`config.mk`:
```
export PLATFORM = sky130hd
export DESIGN_NAME = demux_scan_ctrl
export DESIGN_NICKNAME = d
export VERILOG_FILES = /design/src/rtl/demux_scan_ctrl_pkg.sv /design/src/rtl/dwell_timer.sv /design/src/rtl/demux_scan_ctrl.sv
export SDC_FILE = /design/constraint.sdc
export NUM_CORES = 1
export LEC_CHECK = 0
export BUFFER_PORTS_ARGS = -buffer_cell sky130_fd_sc_hd__buf_2
export CAP_MARGIN = 20
export CORE_UTILIZATION = 45
export CTS_CLUSTER_DIAMETER = 40
export CTS_CLUSTER_SIZE = 28
export DETAILED_ROUTE_END_ITERATION = 7
export PLACE_DENSITY = 0.68
export SYNTH_ARGS = -nofsm -noshare
export SYNTH_HDL_FRONTEND = slang
export SYNTH_SLANG_ARGS = --single-unit
```
`constraint.sdc`:
```
create_clock -name clk -period 1.83 [get_ports clk]
set_input_delay 0.2745 -clock clk [delete_from_list [all_inputs] [get_ports clk]]
set_output_delay 0.2745 -clock clk [all_outputs]
set_load 0.005 [all_outputs]
```
`src/rtl/demux_scan_ctrl_pkg.sv`:
```
`default_nettype none
// ============================================================================
//  Module      : demux_scan_ctrl_pkg
//  Description : Shared definitions for the demux scan controller: FSM state
//                encoding, default select width, output count and dwell
//                counter width.
//  Revision    : 1.0 - initial release
// ============================================================================
package demux_scan_ctrl_pkg;

  // Default select width and resulting demux output count
  localparam int SEL_W_DEF = 5;
  localparam int N_OUT     = 32;

  // Dwell counter width; covers DWELL up to 256 (terminal value 255)
  localparam int CNT_W     = 8;

  // Scan controller states
  typedef enum logic [1:0] {
    ST_IDLE = 2'd0,
    ST_RUN  = 2'd1,
    ST_DONE = 2'd2
  } scan_state_e;

endpackage : demux_scan_ctrl_pkg
`default_nettype wire

```
`src/rtl/dwell_timer.sv`:
```
`default_nettype none
// ============================================================================
//  Module      : dwell_timer
//  Description : Counts clock cycles spent on one select value. Raises tc
//                while the count sits at DWELL-1 and wraps to zero on the
//                next enabled cycle. clr forces the count back to zero.
//  Revision    : 1.0 - initial release
// ============================================================================
module dwell_timer
  import demux_scan_ctrl_pkg::*;
#(
  parameter int DWELL = 4,
  parameter int WIDTH = CNT_W
) (
  input  logic clk,
  input  logic rst_n,
  input  logic en,
  input  logic clr,
  output logic tc
);

  localparam logic [WIDTH-1:0] TC_VAL = WIDTH'(DWELL - 1);

  logic [WIDTH-1:0] count;

  // Terminal count is decoded straight from the registered count
  assign tc = (count == TC_VAL);

  // Dwell counter: clear wins, otherwise advance and wrap at terminal count
  always_ff @(posedge clk or negedge rst_n) begin
    if (!rst_n) begin
      count <= '0;
    end else if (clr) begin
      count <= '0;
    end else if (en) begin
      count <= tc ? '0 : count + WIDTH'(1);
    end
  end

endmodule : dwell_timer
`default_nettype wire

```
`src/rtl/demux_scan_ctrl.sv`:
```
`default_nettype none
// ============================================================================
//  Module      : demux_scan_ctrl
//  Description : Scans a select value across every output of a downstream
//                1-to-2**SEL_W demux, holding each value for DWELL cycles.
//                Supports single or continuous scans, hold and abort.
//                sel and dem_in connect directly to the demux.
//  Revision    : 1.0 - initial release
// ============================================================================
module demux_scan_ctrl
  import demux_scan_ctrl_pkg::*;
#(
  parameter int DWELL = 4,          // cycles per select value, 1..256
  parameter int SEL_W = SEL_W_DEF   // select width
) (
  input  logic             clk,
  input  logic             rst_n,
  input  logic             start,
  input  logic             cont,
  input  logic             hold,
  input  logic             stop,
  output logic [SEL_W-1:0] sel,
  output logic             dem_in,
  output logic             busy,
  output logic             done,
  output logic             wrap
);

  scan_state_e state;
  logic        cont_q;   // scan mode captured at start
  logic        dw_en;
  logic        dw_clr;
  logic        dw_tc;

  // Dwell advances only while actively scanning and not frozen or aborted;
  // outside RUN, or on abort, the count is forced back to zero.
  assign dw_en  = (state == ST_RUN) && !hold && !stop;
  assign dw_clr = (state != ST_RUN) || stop;

  dwell_timer #(
    .DWELL (DWELL),
    .WIDTH (CNT_W)
  ) u_dwell_timer (
    .clk   (clk),
    .rst_n (rst_n),
    .en    (dw_en),
    .clr   (dw_clr),
    .tc    (dw_tc)
  );

  // Scan FSM with registered outputs; done/wrap default low for 1-cycle pulses
  always_ff @(posedge clk or negedge rst_n) begin
    if (!rst_n) begin
      state  <= ST_IDLE;
      cont_q <= 1'b0;
      sel    <= '0;
      dem_in <= 1'b0;
      busy   <= 1'b0;
      done   <= 1'b0;
      wrap   <= 1'b0;
    end else begin
      done <= 1'b0;
      wrap <= 1'b0;
      case (state)
        ST_IDLE: begin
          if (start && !stop) begin
            state  <= ST_RUN;
            cont_q <= cont;
            sel    <= '0;
            dem_in <= 1'b1;
            busy   <= 1'b1;
          end
        end
        ST_RUN: begin
          if (stop) begin
            // Abort outranks hold and end-of-scan; no done pulse
            state  <= ST_IDLE;
            sel    <= '0;
            dem_in <= 1'b0;
            busy   <= 1'b0;
          end else if (!hold && dw_tc) begin
            if (&sel) begin
              if (cont_q) begin
                sel  <= '0;
                wrap <= 1'b1;
              end else begin
                state  <= ST_DONE;
                sel    <= '0;
                dem_in <= 1'b0;
                busy   <= 1'b0;
                done   <= 1'b1;
              end
            end else begin
              sel <= sel + SEL_W'(1);
            end
          end
        end
        ST_DONE: begin
          // Single-cycle completion state; start is not looked at here
          state <= ST_IDLE;
        end
        default: begin
          state  <= ST_IDLE;
          sel    <= '0;
          dem_in <= 1'b0;
          busy   <= 1'b0;
        end
      endcase
    end
  end

endmodule : demux_scan_ctrl
`default_nettype wire

```
Yosys cells after proc, flatten, opt, wreduce, memory -nomap -nowiden
Cells that the tools add are included.
{"block": "totals", "regBits": 19, "out_inout_bits": 9}
{"block": "op_classes", "addsub": 2, "eq_ne": 8, "mux": 30, "n_bitwise": 1, "n_reduce_logical": 14}
{"cell": "8-bit 2-to-1 mux", "n": 3}
{"cell": "5-bit 2-to-1 mux", "n": 4}
{"cell": "1-bit 2-to-1 mux", "n": 15}
{"cell": "5-bit case mux with 3 select lines", "n": 1}
{"cell": "2-bit 2-to-1 mux", "n": 5}
{"cell": "5-bit AND reduction", "n": 2}
{"cell": "8-bit by 1-bit adder with 8-bit output, second input constant", "n": 1}
{"cell": "8-bit by 2-bit equality test with 1-bit output, second input constant", "n": 1}
{"cell": "3-bit by 2-bit != test with 1-bit output, second input constant", "n": 2}
{"cell": "5-bit by 1-bit adder with 5-bit output, second input constant", "n": 1}
{"cell": "1-bit logical AND", "n": 4}
{"cell": "2-bit case mux with 2 select lines", "n": 1}
{"cell": "4-bit AND reduction", "n": 1}
{"cell": "3-bit != test, second input constant", "n": 1}
{"cell": "1-bit case mux with 3 select lines", "n": 1}
{"cell": "3-bit AND reduction", "n": 1}
{"cell": "2-bit by 1-bit equality test with 1-bit output, second input constant", "n": 1}
{"cell": "2-bit equality test, second input constant", "n": 1}
{"cell": "1-bit logical NOT", "n": 2}
{"cell": "2-bit logical NOT", "n": 1}
{"cell": "2-bit by 1-bit != test with 1-bit output, second input constant", "n": 1}
{"cell": "2-bit != test, second input constant", "n": 1}
{"cell": "2-bit AND reduction", "n": 1}
{"cell": "2-bit nonzero test", "n": 1}
{"cell": "other kinds (2)", "n": 2}

Logic depth before layout (Yosys ltp)
Gate-level depths: netlist of run 1.
{"block": "logic_depth", "ltp_word": 5, "ltp_mapped": 6}

Hierarchy
From an unflattened synthesis of run 1, not the netlist that was laid out.
{"block": "unflattened", "hier_cells": 96, "area_unflattened_um2": 973.4}
{"mod": "demux_scan_ctrl", "instances": 1, "cells_each": 53, "area_per_inst_um2": 563.0, "seq_area_each_um2": 275.3}
{"mod": "dwell_timer", "instances": 1, "cells_each": 43, "area_per_inst_um2": 410.4, "seq_area_each_um2": 200.2}

Worst setup path before layout of run 1
OpenSTA, ideal clock, no wires.
{"block": "synth_timing", "path_type": "reg2reg", "startpoint": "register u_dwell_timer.count[0]", "endpoint": "register state[0]", "setup_ns": 0.146, "arrival_time_ns": 1.649, "t_required_ns": 1.684, "slack_ns": 0.036, "stages_incl_launch_ff": 6, "path_buffers": 0, "synth_period_minus_slack_ns": 1.794, "cell_sequence": "dfrtp_1 -> ha_1 -> nor4b_1 -> nand2_1 -> nor3b_1 -> a2111oi_0"}
{"block": "synth_between", "elab_chain_len": 4}
{"element": "start, declared", "line_no": "dwell_timer.sv:24", "source": "logic [WIDTH-1:0] count;"}
{"element": "start signal, assigned", "line_no": "dwell_timer.sv:36", "source": "count <= tc ? '0 : count + WIDTH'(1);"}
{"element": "8-bit by 2-bit equality test with 1-bit output", "line_no": "dwell_timer.sv:27", "source": "assign tc = (count == TC_VAL);"}
{"element": "1-bit logical AND", "line_no": "demux_scan_ctrl.sv:81", "source": "end else if (!hold && dw_tc) begin"}
{"element": "3-bit by 2-bit != test with 1-bit output (no line)"}
{"element": "4-bit AND reduction (no line)"}
{"element": "end signal, assigned", "line_no": "demux_scan_ctrl.sv:77", "source": "state <= ST_IDLE;"}
{"element": "end signal, assigned", "line_no": "demux_scan_ctrl.sv:87", "source": "state <= ST_DONE;"}
{"element": "end signal, assigned", "line_no": "demux_scan_ctrl.sv:100", "source": "state <= ST_IDLE;"}
{"element": "end, declared", "line_no": "demux_scan_ctrl.sv:29", "source": "scan_state_e state;"}
No other way between the ends.
A chain may end at the register's enable or synchronous reset.

Worst setup path in the final report of run 1
{"block": "layout_timing", "startpoint": "register state[1]", "endpoint": "register u_dwell_timer.count[6]"}
{"block": "layout_between", "elab_chain_len": 4}
{"element": "start signal, assigned", "line_no": "demux_scan_ctrl.sv:54", "source": "state <= ST_IDLE;"}
{"element": "start signal, assigned", "line_no": "demux_scan_ctrl.sv:67", "source": "state <= ST_RUN;"}
{"element": "start signal, assigned", "line_no": "demux_scan_ctrl.sv:77"}
{"element": "2-bit by 1-bit equality test with 1-bit output", "line_no": "demux_scan_ctrl.sv:37", "source": "assign dw_en = (state == ST_RUN) && !hold && !stop;"}
{"element": "1-bit logical AND (2 in series)", "line_no": "demux_scan_ctrl.sv:37"}
{"element": "2-bit nonzero test (no line)"}
Several ways; a longest one is shown, not always the timed one.

==> results of run 1 <==
cell usage in the layout, fill, tap and decap left out, drive strengths merged:
| cell type | Yosys | final |
|---|---|---|
| buf | 3 | 25 |
| dfrtp | 19 | 19 |
| nor2 | 11 | 11 |
| o21ai | 8 | 8 |
| nand3 | 7 | 7 |
| nand2 | 6 | 6 |
| nor4 | 5 | 5 |
| nor3 | 4 | 4 |
| o31ai | 4 | 4 |
| inv | 3 | 3 |
| xor2 | 3 | 3 |
| a21o | 3 | 3 |
| ha | 3 | 3 |
| clkbuf | 0 | 3 |
| a21oi | 3 | 3 |
| and3 | 2 | 2 |
| and2b | 2 | 2 |
| o22ai | 2 | 2 |
| nand4 | 2 | 2 |
| nor4b | 1 | 1 |
| or3b | 1 | 1 |
| nor3b | 1 | 1 |
| nand4bb | 1 | 1 |
| a211o | 1 | 1 |
| mux2 | 1 | 1 |
| and2 | 1 | 1 |
| nand2b | 1 | 1 |
| a2111oi | 1 | 1 |
| nor2b | 1 | 1 |
| xnor2 | 1 | 1 |
| clkinv | 0 | 1 |
| dlygate4sd3 | 0 | 1 |
state kept, by name, indices dropped and copies added, names as in the netlist:
| name | cells |
|---|---|
| sel | 5 |
| wrap | 1 |
| busy | 1 |
| cont_q | 1 |
| done | 1 |
| u_dwell_timer.count | 8 |
| state | 2 |
layout make-up:
cell class	instances	area share [%]
timing repair buffer	26	13.2
clock buffer	3	1.83
sequential	19	38.7
tap	27	2.75
inverter	3	0.916
clock inverter	1	0.407
multi-input combinational	76	42.2
synthesized netlist by cell type (3+ instances only):
master | count | share of area, %
nor3_1 | 4 | 2.0
xor2_1 | 3 | 2.6
o21ai_0 | 8 | 4.0
inv_1 | 3 | 1.1
a21o_1 | 3 | 2.2
nor4_1 | 3 | 1.9
nor2_1 | 11 | 4.1
ha_1 | 3 | 3.7
nand3_1 | 7 | 3.5
nand2_1 | 6 | 2.2
a21oi_1 | 3 | 1.5
dfrtp_1 | 19 | 47
o31ai_1 | 4 | 3.0
path summary, 6_finish.rpt:
path,endpoint,slack (ps),cells after the start,start
setup / recovery,u_dwell_timer.count[6],80,4,state[1]
setup reg to reg,u_dwell_timer.count[6],80,4,state[1]
max in group asynchronous,state[1],1110,2,rst_n
hold / removal,state[0],160,2,stop
hold reg to reg,state[0],500,1,state[1]
min in group asynchronous,u_dwell_timer.count[1],420,2,rst_n
routing by layer:
layer  up-vias  part of all wire [%]  track usage [%]
met5         -                     0                0
met4         0                   1.6             9.80
met3         4                   3.9             5.92
met2        18                    44             27.6
met1       407                    51             25.7
li1        424                     -                -
cells by family after synthesis:
family,after synthesis,share of synthesized area [%]
XOR/XNOR,4,3.48
AO/OA/AOI/OAI,22,14.5
buffers and inverters,6,4.10
multiplexers,1,1.12
AND/OR/NAND/NOR,46,25.8
flip-flops,19,47.2
adder cells (fa/ha/maj),3,3.73
power by group through the flow:
stage                     Sequential [mW]  Combinational [mW]  Clock, mW
after floorplan                     0.452              0.0507          0
after detailed placement            0.453              0.0829          0
after CTS                           0.446              0.0848      0.227
after global placement              0.453              0.0815          0
after global routing                0.449               0.101      0.243
final                               0.448              0.0905      0.219
per-stage QoR:
stage	instance area (sq um)	power, mW	TNS (ps)
final	1230	0.757	0
after detailed placement	1160	0.536	0
after CTS	1190	0.758	0
after global routing	1230	0.793	0
after floorplan	1010	0.502	0
after global placement	1160	0.534	-1.91
repair_timing:
action	in CTS	in global routing
setup buffers	0	1
gates cloned	0	0
resized for setup	1	5
hold buffers	1	0
endpoints found under the hold margin	19	0
endpoints found under the setup margin	1	9
==> flow_summary.toml, run 1 <==
[power]
powerDensity_mw_per_mm2 = 616
p_comb_share_pct = 12.0
power.internal_uw = 554
p_sw_uw = 203
irDropWorstVdd_v = 0.000441
p_sw_share_pct = 26.8
clkPwrFrac_pct = 28.9
seqPwrFrac_pct = 59.2
leakagePower_nw = 0.606

[worst_setup_path]
critical_path.max_stage_delay_ps = 490
path_buf_inv = 0
cp_slowest_cell = "or3b_1"
cp_data_arrival_time_ps = 2010
endpoint_kind = "register"
path_class = "reg2reg"
cp_max_fo = 7
path_cells = "or3b_1 > a211o_4 > nor4_1 > a21o_1"
path_delay_family = "simple AND/OR/NAND/NOR gates"
cp-start-kind = "register"
critPathRequiredTime_ps = 2090

[clocking]
cts_root_buf = "clkbuf_4"
cts_tree = "built"
h-tree-depth = 1
cts_sinks = 19
clk_pin_slew_ps = 110
cts_buffers = 3
worstSkewPairLatency_ps = 310
clockBufferDepth = 2

[timing]
hold_viol = 0
skew_ps = 5.91
hold-worst-slack_ps = 163
tightestPinTransition_ps = 584
rsz0062_at_grt = "no"
period_minus_slack_ps = 1750
relSlewSlack_pct = 61.1
drv_slew = 0
fin_ws_ps = 83.4
fmax_ghz = 0.573
finalCritPeriodShare_pct = 95.4
setup_viol = 0

[worst_hold_path]
holdCritPathClass = "in2reg"

[routing]
drt_iter0_drc = 16
via_per_inst = 5.50
drc = 0
post_drt_wl_per_cell_um = 13.8
firstDrtPassIters = 4
ant_nets = 0
drt_wl_total_um = 2140
vias = 853

[placed_design]
dp.final_hpwl_um = 1530
io_buffers = 14
placedCellCount = 149
dp_slack_ps = 0.882
gp_congestion = 0.800

[yosys]
ys_ff_latch = 19
synth_edf_count = 0
syn-num-nets = 110
yosysUniqueCellTypes = 31
synth.avg_cell_area_sq_um = 9.97
syn_area_sq_mm = 0.00101
yosysSeqAreaShare_pct = 47.2
synth_ff_type = "dfrtp_1"
synthCells = 101
yosysWarningCount = 0
async_flop_share_pct = 100

[final_layout]
instances_no_fill = 155
utilization_pct = 60.2
syn2layout_area_growth_pct = 22.0
final.fill_count = 185
nets = 138
drive_above_1_share_pct = 30.5
n_antenna_cell = 0
seqCellArea_sq_um = 475
multi_input_area_sq_um = 518

[run]
maxCapViolations = 0

[floorplanning]
core.rowCount = 16
dieArea_sq_mm = 0.00243
die_y_um = 49.3
ios = 15
core_sq_mm = 0.00204
die_w_um = 49.3
start_util_pct = 49.3

[grt]
antenna_found_initial = 0
grt_pass1_wl_um = 3410
grt_max_degree = 20
grt_util_all_layers_pct = 19.2
grt_pass1_vias = 753
overflow = 0

[status]
status = "complete, no violations"
Note: power is estimated with default switching activity, not from simulation.
==> run 2, diff against run 1 <==
--- a/config.mk
+++ b/config.mk
@@ -11,7 +11,7 @@
 export CTS_CLUSTER_DIAMETER = 40
 export CTS_CLUSTER_SIZE = 28
 export DETAILED_ROUTE_END_ITERATION = 7
-export PLACE_DENSITY = 0.68
+export PLACE_DENSITY = 0.77
 export SYNTH_ARGS = -nofsm -noshare
 export SYNTH_HDL_FRONTEND = slang
 export SYNTH_SLANG_ARGS = --single-unit
==> run 2 against run 1 <==
  * Die area stayed put
  * Design area decreased by 2.4%
  * Routed wire length down 8.0%
  * Cell count shrank 3.2%
  * Critical path type unchanged
  * Utilization is 1.5 points lower
  * Power decreased by 2.1%
  * Via count decreased by 1.9%
  * Flip-flop and latch count is the same
  * Clock power down 4%
  * Worst setup slack lost 5.2 ps
  * Highest routed layer unchanged
  * Clock skew fell by 0.87 ps
  * Sequential share of layout area up 0.97 points
==> flow_summary.toml, run 2 (synthesis results as in run 1) <==
[status]
status = "complete, no violations"

[final_layout]
largest_register_ffs = 8
layout_commonest_cell = "dfrtp_1"
mostFrequentLayoutCells = "dfrtp_1, buf_2, nor2_1, o21ai_0, nand3_1"
n_antenna_cell = 0
syn2layout_area_growth_pct = 19.0
reg.largest.list = "u_dwell_timer.count x8, sel x5, state x2"
regMostFlops = "u_dwell_timer.count"
drive_above_1_share_pct = 27.6
nets = 133
design_area_sq_mm = 0.00120

[placed_design]
io_buffers = 14
dp.final_hpwl_um = 1450
gp_congestion = 0.806
postPlaceCellArea_sq_mm = 0.00113

[timing]
finalCritPeriodShare_pct = 95.7
drv_slew = 0
period_minus_slack_ps = 1750
tightestPinTransition_ps = 547
finalSetupTns_ps = 0
skew_ps = 5.04
hold_viol = 0
fmax_ghz = 0.571
setup_viol = 0
rsz0062_at_grt = "yes"
relSlewSlack_pct = 63.5

[power]
seqPwrFrac_pct = 60.0
p_comb_share_pct = 11.8
p_sw_uw = 187
irDropWorstVdd_v = 0.000482
powerDensity_mw_per_mm2 = 619
power.internal_uw = 555
leakagePower_nw = 0.566
clkPwrFrac_pct = 28.3
p_sw_share_pct = 25.2

[floorplanning]
die_w_um = 49.3
ios = 15
dieArea_sq_mm = 0.00243
die_y_um = 49.3
core.rowCount = 16
core_sq_mm = 0.00204
start_util_pct = 49.3

[worst_setup_path]
critPathRequiredTime_ps = 2020
path_buf_inv = 0
path_cells = "ha_1 > and3_1 > ha_1 > nor3b_2 > a2111oi_2"
crit-reg2reg-launch = "sel[0]"
timing.rr.end = "state[0]"
critPathCapture = "state[0]"
cp_max_fo = 5
regToRegSetupSlack_ps = 80
endpoint_kind = "register"
cp_data_arrival_time_ps = 1940
path_class = "reg2reg"
critPathLaunch = "sel[0]"
cp_slowest_cell = "dfrtp_1"
worstSetupPathDepth = 5
r2r_cells = 5
cp-start-kind = "register"
path_delay_family = "adder cells"
critical_path.max_stage_delay_ps = 430
crit_top_cell = "ha_1"

[grt]
grt_util_all_layers_pct = 18.8
grt_max_degree = 20
grt_pass1_vias = 817
overflow = 0
antenna_found_initial = 0
grt_pass1_wl_um = 3570

[run]
maxCapViolations = 0

[routing]
drt_wl_total_um = 1970
via_per_inst = 5.58
vias = 837
firstDrtPassIters = 4
drt_iter0_drc = 26
ant_nets = 0
drc = 0
post_drt_wl_per_cell_um = 13.1

[clocking]
cts_buffers = 3
worstSkewPairLatency_ps = 290
cts_root_buf = "clkbuf_4"
clk_pin_slew_ps = 110
clockBufferDepth = 2
cts_sinks = 19
h-tree-depth = 1
cts_tree = "built"
post_cts_buffers = 0

[worst_hold_path]
holdCritPathClass = "in2reg"
## run 2: cell count changes in the layout (fill, tap and decap cells not counted), sizes merged
cell | previous run | this run
buf | 25 | 20
clkbuf | 3 | 4
clkinv | 1 | 0
## run 2: worst reg2reg max path: stages, from the launching register on
cell	delay, ps
dfrtp_1	430
ha_1	240
and3_1	190
ha_1	230
nor3b_2	210
a2111oi_2	350
## run 2: per-stage QoR
step | std cells | worst slack [ps] | hold slack (ps) | utilization (%) | total power [mW]
after floorplan | 101 | 35.7 | -21.1 | - | 0.502
after global placement | 145 | 112 | 228 | 55.1 | 0.532
after detailed placement | 145 | 14.3 | 235 | 55.1 | 0.535
after CTS | 150 | 15.2 | 165 | 57.0 | 0.742
after global routing | 150 | -17.8 | 176 | 58.7 | 0.774
final | 150 | 78.2 | 174 | 58.7 | 0.742
## run 2: how the worst min path moves through the flow
| stage | slack [ps] | depth (start not counted) | to | from |
|---|---|---|---|---|
| after CTS | 170 | 2 | state[0] | stop |
| after global routing | 180 | 2 | state[0] | stop |
| after global placement | 230 | 1 | cont_q | rst_n |
| after floorplan | -20 | 0 | busy | rst_n |
| after detailed placement | 230 | 1 | sel[4] | rst_n |
| final | 170 | 2 | state[0] | stop |
## run 2: layout make-up
| class | count | area, sq um |
|---|---|---|
| flip-flops and latches | 19 | 475 |
| well taps | 27 | 33.8 |
| fillers | 192 | 843 |
| repair buffers | 21 | 125 |
| multi-input cells | 76 | 527 |
| clock buffers | 4 | 26.3 |
| inverters | 3 | 11.3 |
## run 2: repair_timing
item / 4_1_cts / 5_1_grt
hold endpoints to repair: 19 / 0
resized for setup: 1 / 6
endpoints found under the setup margin: 1 / 11
hold buffers: 1 / 0
## run 2: power groups by stage
stage	clock (mW)	sequential [mW]	combinational (mW)
2_1_floorplan	0	0.452	0.0507
3_3_place_gp	0	0.452	0.0807
3_5_place_dp	0	0.452	0.0822
4_1_cts	0.213	0.444	0.0846
5_1_grt	0.227	0.447	0.0996
6_report	0.210	0.445	0.0874
## run 2: metal layers
metal	global-route usage, %	wire (um)	vias to the layer above
met1	25.7	952	400
met2	30.6	931	20
met4	5.88	14	0
met5	0	0	-
li1	-	-	415
met3	2.80	73	2
==> run 3, diff against run 2 <==
--- a/config.mk
+++ b/config.mk
@@ -11,7 +11,7 @@
 export CTS_CLUSTER_DIAMETER = 40
 export CTS_CLUSTER_SIZE = 28
 export DETAILED_ROUTE_END_ITERATION = 7
-export PLACE_DENSITY = 0.77
+export PLACE_DENSITY = 0.74
 export SYNTH_ARGS = -nofsm -noshare
 export SYNTH_HDL_FRONTEND = slang
 export SYNTH_SLANG_ARGS = --single-unit
==> constraint.sdc (replaced) <==
create_clock -name clk -period 2.2 [get_ports clk]
set_input_delay 0.33 -clock clk [delete_from_list [all_inputs] [get_ports clk]]
set_output_delay 0.33 -clock clk [all_outputs]
set_load 0.005 [all_outputs]
==> run 3 against run 2 <==
  * Utilization decreased by 3.6 points
  * Critical endpoint is now sel[4]
  * Worst hold slack improved by 49 ps
  * Count of clock-buffer cells in the layout down 1
  * Highest routed layer unchanged
  * Routed wire length rose by 0.25%
  * Cell count shrank 3.3%
  * Combinational power is 29% lower
==> flow_summary.toml, run 3 (synthesis results as in run 1) <==
[clocking]
cts_sinks = 19
worstSkewPairLatency_ps = 300
cts_root_buf = "clkbuf_4"
cts_tree = "built"
post_cts_resize_count = 0
postCtsHoldBufs = 1
clk_pin_slew_ps = 120
cts_buffers = 3
h-tree-depth = 1
post_cts_buffers = 0
clockBufferDepth = 2

[placed_design]
io_buffers = 14
gp_congestion = 0.838
dp_slack_ps = 333
dp.final_hpwl_um = 1410

[status]
status = "complete, no violations"

[routing]
drc = 0
ant_nets = 0
post_drt_wl_per_cell_um = 13.6
vias = 822
drt_wl_total_um = 1980
drt_iter0_drc = 16
via_per_inst = 5.67
firstDrtPassIters = 4

[grt]
grt_max_degree = 20
grt_util_all_layers_pct = 18.4
overflow = 0
antenna_found_initial = 0
grt_pass1_vias = 768
grt_pass1_wl_um = 3350

[timing]
drv_slew = 0
finalSetupTns_ps = 0
rsz0062_at_grt = "no"
tightestPinTransition_ps = 583
fin_ws_ps = 234
skew_ps = 9.05
period_minus_slack_ps = 1970
finalCritPeriodShare_pct = 89.4
fmax_ghz = 0.509
setup_viol = 0
hold_viol = 0
relSlewSlack_pct = 61.1
hold-worst-slack_ps = 223

[floorplanning]
die_y_um = 49.3
ios = 15
core_sq_mm = 0.00204
die_w_um = 49.3
core.rowCount = 16
start_util_pct = 49.3
dieArea_sq_mm = 0.00243

[worst_setup_path]
endpoint_kind = "register"
cp_max_fo = 10
cp_data_arrival_time_ps = 2170
crit-reg2reg-launch = "state[0]"
critPathRequiredTime_ps = 2400
regToRegSetupSlack_ps = 230
path_class = "reg2reg"
critPathLaunch = "state[0]"
cp-start-kind = "register"

[final_layout]
syn2layout_area_growth_pct = 11.8
drive_above_1_share_pct = 21.2
largest_register_ffs = 8
reg.largest.list = "u_dwell_timer.count x8, sel x5, state x2"
nets = 128
n_antenna_cell = 0
mostFrequentLayoutCells = "dfrtp_1, buf_2, nor2_1, o21ai_0, nand3_1"
regMostFlops = "u_dwell_timer.count"
layout_commonest_cell = "dfrtp_1"

[power]
irDropWorstVdd_v = 0.000390
leakagePower_nw = 0.542
powerDensity_mw_per_mm2 = 547

[worst_hold_path]
hold_start = "stop"
holdCritPathClass = "in2reg"

[run]
maxCapViolations = 0
run 3: per-stage QoR:
step,util [%],total power [mW],area (sq um),instances
6_report,55.1,0.615,1130,145
5_1_grt,55.1,0.642,1130,145
4_1_cts,55.1,0.619,1130,145
3_5_place_dp,53.3,0.441,1090,140
3_3_place_gp,53.3,0.438,1090,140
2_1_floorplan,-,0.418,1010,101
run 3: final timing paths:
check	to	cells after the start
max in group asynchronous	wrap	2
min in group asynchronous	u_dwell_timer.count[4]	2
worst min register to register	state[0]	1
worst min-delay path	state[0]	2
worst max register to register	sel[4]	4
worst max-delay path	sel[4]	4
run 3: report_power, final:
part / leakage [nW] / switching [mW] / internal [mW] / total, mW
registers: 0.258 / 0.0126 / 0.360 / 0.373
logic: 0.266 / 0.0369 / 0.0251 / 0.0620
clock network: 0.0177 / 0.113 / 0.0678 / 0.181
total: 0.542 / 0.162 / 0.453 / 0.615
run 3: area by class of cell:
cell class	count	area, sq um
fillers	177	916
multi-input cells	76	490
flip-flops and latches	19	475
repair buffers	16	87.6
well taps	27	33.8
clock buffers	3	22.5
inverters	3	11.3
clock inverters	1	5.00
run 3: layer usage:
metal,GRT usage [%],vias to the layer above,routed length (um)
li1,-,403,-
met2,26.9,30,880
met3,4.67,4,92
met5,0,-,0
met4,8.82,0,31
met1,25.3,385,973
run 3: critical path, cell delays in order, from the launching register on:
cell	delay, ps
dfrtp_1	520
or3b_1	530
a21oi_1	510
o21ai_0	200
o31ai_1	100
